File: src/rtl/hires_video_generator_pkg.sv
// Shared constants and types for the hi-res video generator.
package video_pkg;

  localparam int unsigned DATA_W  = 8;
  localparam int unsigned DOTS_W  = 7;
  localparam int unsigned HCNT_W  = 7;
  localparam int unsigned VLINE_W = 9;
  localparam int unsigned COLOR_W = 4;

  localparam logic [HCNT_W-1:0]  HSYNC_START = 7'h49;
  localparam logic [HCNT_W-1:0]  HSYNC_END   = 7'h4C;
  localparam logic [VLINE_W-1:0] VSYNC_START = 9'h1E0;
  localparam logic [VLINE_W-1:0] VSYNC_END   = 9'h1E3;

  typedef logic [COLOR_W-1:0] color_t;

  // Rotate a colour window left by 0..3 positions.
  function automatic color_t rotl(input color_t v, input logic [1:0] n);
    logic [2*COLOR_W-1:0] d;
    d = {v, v} << n;
    return d[2*COLOR_W-1:COLOR_W];
  endfunction

endpackage

File: src/rtl/hires_video_generator_if.sv
// Video fetch/timing inputs and dot/sync outputs of the hi-res generator.
// Carries color_o only when VIDEO_COLOR_EN is defined.
interface hires_video_if;
  import video_pkg::*;

  logic                 clock_7_i;
  logic                 ld194_i;
  logic [DATA_W-1:0]    video_data_i;
  logic                 hbl_i;
  logic                 vbl_i;
  logic [HCNT_W-1:0]    h_count_i;
  logic [VLINE_W-1:0]   v_line_i;
  logic                 color_ref_i;
  logic                 video_o;
  logic                 blank_o;
  logic                 hsync_o;
  logic                 vsync_o;

`ifdef VIDEO_COLOR_EN
  color_t               color_o;

  modport master (
    output clock_7_i, ld194_i, video_data_i, hbl_i, vbl_i, h_count_i, v_line_i, color_ref_i,
    input  video_o, blank_o, hsync_o, vsync_o, color_o
  );

  modport slave (
    input  clock_7_i, ld194_i, video_data_i, hbl_i, vbl_i, h_count_i, v_line_i, color_ref_i,
    output video_o, blank_o, hsync_o, vsync_o, color_o
  );
`else
  modport master (
    output clock_7_i, ld194_i, video_data_i, hbl_i, vbl_i, h_count_i, v_line_i, color_ref_i,
    input  video_o, blank_o, hsync_o, vsync_o
  );

  modport slave (
    input  clock_7_i, ld194_i, video_data_i, hbl_i, vbl_i, h_count_i, v_line_i, color_ref_i,
    output video_o, blank_o, hsync_o, vsync_o
  );
`endif

endinterface

File: src/rtl/hires_video_generator_artifact_color_decoder.sv
// NTSC artifact-colour decoder: a 4-dot window rotated by the colour
// subcarrier phase. Compiled only when VIDEO_COLOR_EN is defined.
`ifdef VIDEO_COLOR_EN
module artifact_color_decoder
  import video_pkg::*;
(
  input  logic   clock_14_i,
  input  logic   reset_n_i,
  input  logic   dot_i,
  input  logic   blank_i,
  input  logic   color_ref_i,
  output color_t color_o
);

  color_t     win;
  color_t     win_next;
  logic [1:0] phase;
  logic       ref_q1;
  logic       ref_q2;

  assign win_next = {dot_i, win[COLOR_W-1:1]};

  // Window, subcarrier phase tracking and registered colour index.
  always_ff @(posedge clock_14_i or negedge reset_n_i) begin
    if (!reset_n_i) begin
      win     <= '0;
      phase   <= 2'd0;
      ref_q1  <= 1'b0;
      ref_q2  <= 1'b0;
      color_o <= '0;
    end else begin
      win    <= win_next;
      ref_q1 <= color_ref_i;
      ref_q2 <= ref_q1;
      phase  <= (ref_q1 && !ref_q2) ? 2'd0 : phase + 2'd1;
      // Uses the window including the current dot so latency equals video_o.
      color_o <= blank_i ? color_t'(0) : rotl(win_next, phase);
    end
  end

endmodule
`endif

File: src/rtl/hires_video_generator.sv
// Hi-res video generator: 7-dot shifter with bit-7 half-dot delay,
// byte-aligned blanking and delayed H/V sync.
// Optional artifact colour output is built when VIDEO_COLOR_EN is defined.
module hires_video_generator
  import video_pkg::*;
#(
  parameter int unsigned SYNC_DELAY = 2
) (
  input logic         clock_14_i,
  input logic         reset_n_i,
  hires_video_if.slave vif
);

  logic [DOTS_W-1:0]     shreg;
  logic                  dly;
  logic                  blk;
  logic                  raw;
  logic                  raw_d;
  logic                  dot;
  logic                  video_q;
  logic                  blank_q;
  logic                  hs;
  logic                  vs;
  logic [SYNC_DELAY-1:0] hs_sr;
  logic [SYNC_DELAY-1:0] vs_sr;

  assign raw = shreg[0];
  // Half-dot delayed bytes take the previous cycle's dot, bridging the load edge.
  assign dot = dly ? raw_d : raw;

  assign hs = (vif.h_count_i >= HSYNC_START) && (vif.h_count_i <= HSYNC_END);
  assign vs = (vif.v_line_i  >= VSYNC_START) && (vif.v_line_i  <= VSYNC_END);

  // Byte load (priority) and 7M dot shift with zero fill.
  always_ff @(posedge clock_14_i or negedge reset_n_i) begin
    if (!reset_n_i) begin
      shreg <= '0;
      dly   <= 1'b0;
      blk   <= 1'b0;
    end else if (!vif.ld194_i) begin
      shreg <= vif.video_data_i[DOTS_W-1:0];
      dly   <= vif.video_data_i[DATA_W-1];
      blk   <= vif.hbl_i | vif.vbl_i;
    end else if (vif.clock_7_i) begin
      shreg <= {1'b0, shreg[DOTS_W-1:1]};
    end
  end

  // Half-dot delay tap and registered dot/blank outputs.
  always_ff @(posedge clock_14_i or negedge reset_n_i) begin
    if (!reset_n_i) begin
      raw_d   <= 1'b0;
      video_q <= 1'b0;
      blank_q <= 1'b0;
    end else begin
      raw_d   <= raw;
      video_q <= dot & ~blk;
      blank_q <= blk;
    end
  end

  // Sync delay lines keep sync in step with the dot pipeline.
  always_ff @(posedge clock_14_i or negedge reset_n_i) begin
    if (!reset_n_i) begin
      hs_sr <= '0;
      vs_sr <= '0;
    end else begin
      hs_sr <= SYNC_DELAY'({hs_sr, hs});
      vs_sr <= SYNC_DELAY'({vs_sr, vs});
    end
  end

  assign vif.video_o = video_q;
  assign vif.blank_o = blank_q;
  assign vif.hsync_o = hs_sr[SYNC_DELAY-1];
  assign vif.vsync_o = vs_sr[SYNC_DELAY-1];

`ifdef VIDEO_COLOR_EN
  color_t color_q;

  artifact_color_decoder u_color (
    .clock_14_i  (clock_14_i),
    .reset_n_i   (reset_n_i),
    .dot_i       (dot),
    .blank_i     (blk),
    .color_ref_i (vif.color_ref_i),
    .color_o     (color_q)
  );

  assign vif.color_o = color_q;
`else
  // Colour reference has no consumer in the monochrome build.
  logic unused_color_ref;
  assign unused_color_ref = vif.color_ref_i;
`endif

endmodule
File: src/flat_wrapper.sv
// flat-port wrapper written by rule: the top's interface ports become plain ports
module hires_video_generator_flat import video_pkg::*;
#(
  parameter int unsigned SYNC_DELAY = 2
)
  (clock_14_i, reset_n_i, vif_clock_7_i, vif_ld194_i, vif_video_data_i, vif_hbl_i, vif_vbl_i, vif_h_count_i, vif_v_line_i, vif_color_ref_i, vif_video_o, vif_blank_o, vif_hsync_o, vif_vsync_o);
  hires_video_if vif_i ();
  input logic clock_14_i;
  input logic reset_n_i;
  input wire logic [$bits(vif_i.clock_7_i)-1:0] vif_clock_7_i;
  input wire logic [$bits(vif_i.ld194_i)-1:0] vif_ld194_i;
  input wire logic [$bits(vif_i.video_data_i)-1:0] vif_video_data_i;
  input wire logic [$bits(vif_i.hbl_i)-1:0] vif_hbl_i;
  input wire logic [$bits(vif_i.vbl_i)-1:0] vif_vbl_i;
  input wire logic [$bits(vif_i.h_count_i)-1:0] vif_h_count_i;
  input wire logic [$bits(vif_i.v_line_i)-1:0] vif_v_line_i;
  input wire logic [$bits(vif_i.color_ref_i)-1:0] vif_color_ref_i;
  output wire logic [$bits(vif_i.video_o)-1:0] vif_video_o;
  output wire logic [$bits(vif_i.blank_o)-1:0] vif_blank_o;
  output wire logic [$bits(vif_i.hsync_o)-1:0] vif_hsync_o;
  output wire logic [$bits(vif_i.vsync_o)-1:0] vif_vsync_o;
  assign vif_i.clock_7_i = vif_clock_7_i;
  assign vif_i.ld194_i = vif_ld194_i;
  assign vif_i.video_data_i = vif_video_data_i;
  assign vif_i.hbl_i = vif_hbl_i;
  assign vif_i.vbl_i = vif_vbl_i;
  assign vif_i.h_count_i = vif_h_count_i;
  assign vif_i.v_line_i = vif_v_line_i;
  assign vif_i.color_ref_i = vif_color_ref_i;
  assign vif_video_o = vif_i.video_o;
  assign vif_blank_o = vif_i.blank_o;
  assign vif_hsync_o = vif_i.hsync_o;
  assign vif_vsync_o = vif_i.vsync_o;
  hires_video_generator #(.SYNC_DELAY(SYNC_DELAY)) u_core (.clock_14_i(clock_14_i), .reset_n_i(reset_n_i), .vif(vif_i));
endmodule
File: config.mk
export PLATFORM = sky130hd
export DESIGN_NAME = hires_video_generator_flat
export DESIGN_NICKNAME = d
export VERILOG_FILES = /design/src/rtl/hires_video_generator_pkg.sv /design/src/rtl/hires_video_generator_if.sv /design/src/rtl/hires_video_generator_artifact_color_decoder.sv /design/src/rtl/hires_video_generator.sv /design/src/flat_wrapper.sv
export SDC_FILE = /design/constraint.sdc
export NUM_CORES = 1
export LEC_CHECK = 0
export ABC_AREA = 0
export CAP_MARGIN = 40
export CORE_UTILIZATION = 40
export CTS_BUF_LIST = sky130_fd_sc_hd__clkbuf_8 sky130_fd_sc_hd__clkbuf_16
export CTS_CLUSTER_SIZE = 14
export DETAILED_ROUTE_END_ITERATION = 7
export GPL_TIMING_DRIVEN = 0
export PLACE_DENSITY = 0.86
export SLEW_MARGIN = 30
export SYNTH_ARGS = -nofsm -noshare
export SYNTH_HDL_FRONTEND = slang
export SYNTH_SLANG_ARGS = --single-unit
File: constraint.sdc
create_clock -name clock_14_i -period 1.2 [get_ports clock_14_i]
set_clock_uncertainty 0.05 [all_clocks]
set_input_delay 0.18 -clock clock_14_i [delete_from_list [all_inputs] [get_ports clock_14_i]]
set_output_delay 0.18 -clock clock_14_i [all_outputs]
set_load 0.05 [all_outputs]
==> impl_metrics.json, run 1 <==
{
  "postRouteAntennaNets": 0,
  "worstPathMaxFanout": 1,
  "r2r-start": "u_core.shreg[6]",
  "nFillCells": 125,
  "numCtsBuffers": 3,
  "hp-class": "in2reg",
  "startpoint_type": "register",
  "wire_per_inst_um": 12.8,
  "slew_headroom": 0.812,
  "seq_power_share": 0.500,
  "num-nets-final": 119,
  "cp-end-kind": "primary output",
  "startpoint": "u_core.vif.blank_o",
  "cts_tree": "yes",
  "pwr-share-comb": 0.188,
  "dpl.cell_count": 98,
  "ys_dominant_reg_cell": "dfrtp_1",
  "grt.overflow.total": 0,
  "row_count": 14,
  "synth_top_area_frac": 0.605,
  "dr.pass1.iters": 4,
  "clk_latency_ps": 240,
  "power-per-cell-area_mw_per_mm2": 1180,
  "clkPwrFrac": 0.312,
  "placed_cell_area_um2": 972,
  "die-area_mm2": 0.00182,
  "crit_slowest_cell": "dfrtp_1",
  "synth.ff_latch_count": 16,
  "n_antenna_cell": 0,
  "postCtsHoldBufs": 0,
  "crit_cells": 1,
  "cp-endpoint": "vif_blank_o",
  "clockRootBuffer": "clkbuf_8",
  "core_area_mm2": 0.00152,
  "grt_max_degree": 17,
  "required_ps": 970,
  "r2r-end": "u_core.shreg[5]",
  "period_share": 0.959,
  "min_period_ps": 1150,
  "hold_slack_ps": 123,
  "final-hold-violation-count": 0,
  "drive_gt1_frac": 0.174,
  "track_usage": 0.167,
  "p_sw_frac": 0.226,
  "synth_seq_area_share": 0.605,
  "tns_ps": 0,
  "finish.utilization": 0.672,
  "synth_edf_count": 0,
  "cts.sinks": 16,
  "arrival_ps": 920,
  "via_per_inst": 4.93,
  "grt_pass1_vias": 515,
  "drtIter0Drc": 11,
  "fin_cells": 102,
  "status": "complete, no violations",
  "power_switching_w": 0.000274,
  "hp-start": "vif_clock_7_i",
  "syn_area_um2": 662,
  "drv_slew": 0,
  "rsz0062_at_grt": "no",
  "design_area_mm2": 0.00102,
  "synth_nets": 84,
  "path_cells": "clkdlybuf4s15_2",
  "antenna_found_initial": 0,
  "routed_wl_um": 1300,
  "maxCapViolations": 0,
  "yosysWarnings": 0,
  "reg2reg_slack_ps": 380,
  "drc_errors": 0,
  "crit_buf_inv": 1,
  "io_buffers": 29,
  "gp_congestion": 0.736,
  "leakage_nw": 0.456,
  "rr_worst_depth": 2,
  "htreeDepth": 1,
  "post_cts_buffers": 0,
  "worstSetupPathType": "reg2out",
  "setup-violations-final": 0,
  "areaGrowthSynthToFinish_pct": 54.6,
  "syn_inst": 53,
  "crit_family": "flip-flops",
  "intPower_w": 0.000937,
  "vias": 503,
  "synthArstFlopShare": 1.00,
  "fmax_ghz": 0.869,
  "pin_count": 35,
  "die_h_um": 42.7,
  "synth_top_area_cell": "dfrtp_1",
  "max_stage_delay_ps": 360,
  "synth_area_leaders": "dfrtp_1, mux2i_1, nor2_1, buf_6, a21oi_1",
  "synthTopCellsByCount": "dfrtp_1, nor2_1, mux2i_1, a21oi_1",
  "peakVddDrop_mv": 0.600,
  "synth_area_per_cell_um2": 12.5,
  "clk_pin_slew_worst_paths_ps": 60,
  "die_x_um": 42.7,
  "ys_types": 15,
  "synth_most_common_cell": "dfrtp_1",
  "cts_buffer_depth": 2,
  "grt_pass1_wl_um": 2190,
  "worst_pin_slew_ps": 281,
  "start_util": 0.434
}
cell usage in the layout, fill, tap and decap left out, types with 3 or more instances in the layout:
cell type and instances:
a21oi_1 6, buf_6 4, clkbuf_8 3, clkdlybuf4s15_2 3, clkdlybuf4s50_1 25, dfrtp_1 16
mux2i_1 7, nand2_1 3, nor2_1 9
sequential cells by signal, summed over array words and instances (netlist names):
| name | flops |
|---|---|
| u_core.vs_sr | 2 |
| u_core.raw_d | 1 |
| u_core.vif.blank_o | 1 |
| u_core.hs_sr | 2 |
| u_core.dly | 1 |
| u_core.blk | 1 |
| u_core.shreg | 7 |
| u_core.vif.video_o | 1 |
worst min-delay path by stage:
stage / end / slack (ps) / cells past startpoint
finish: u_core.shreg[6] / 120 / 2
global route: u_core.shreg[6] / 130 / 2
CTS: u_core.shreg[6] / 120 / 2
detailed placement: u_core.vs_sr[1] / 290 / 0
global placement: u_core.vs_sr[1] / 280 / 0
floorplan: u_core.blk / -170 / 0
final cells by class:
class	instances	area [um2]	share of cell area
multi-input combinational	33	224	0.219
tap	16	20.0	0.0196
inverter	1	3.75	0.00367
sequential	16	400	0.391
timing repair buffer	30	300	0.293
clock buffer	3	41.3	0.0403
buffer	3	33.8	0.0330
power groups by stage:
stage | Clock (W) | Combinational (W) | Sequential (W)
floorplan | 0 | 0.0000781 | 0.000637
global placement | 0 | 0.000221 | 0.000610
detailed placement | 0 | 0.000229 | 0.000614
CTS | 0.000388 | 0.000228 | 0.000607
global route | 0.000411 | 0.000246 | 0.000611
finish | 0.000378 | 0.000228 | 0.000607
through the flow:
stage	worst slack (ps)	power (W)
after floorplan	384	0.000715
after CTS	3.00	0.00122
final	49.3	0.00121
after global placement	-133	0.000832
after global routing	13.9	0.00127
after detailed placement	-158	0.000843
metal layers:
metal,up-vias,share of wire,GRT usage
met1,232,0.38,0.184
met3,2,0.035,0.0255
li1,249,-,-
met4,0,0.011,0.0750
met5,-,0,0
met2,20,0.58,0.309
worst reg2reg max path, cell delays in order, from the launching register on:
cell and delay (ps):
dfrtp_1 400, mux2i_1 160, a21oi_1 90
cell families after synthesis:
| logic type | Yosys count | synth area share |
|---|---|---|
| simple gates | 16 | 0.130 |
| compound gates | 9 | 0.0794 |
| mux | 8 | 0.129 |
| buf+inv | 4 | 0.0567 |
| flops | 16 | 0.605 |
what timing repair did:
item | 4_1_cts | 5_1_grt
resized for setup | 12 | 2
pin swaps | 0 | 0
gates cloned | 0 | 0
setup endpoints to repair | 4 | 1
Power figures use the tool's default switching activity.
==> run 2: changes to the inputs <==
Settings changed: SKIP_LAST_GASP set to 1.
==> results of run 2 <==
The final DEF is identical to that of run 1; final timing and power are the same.
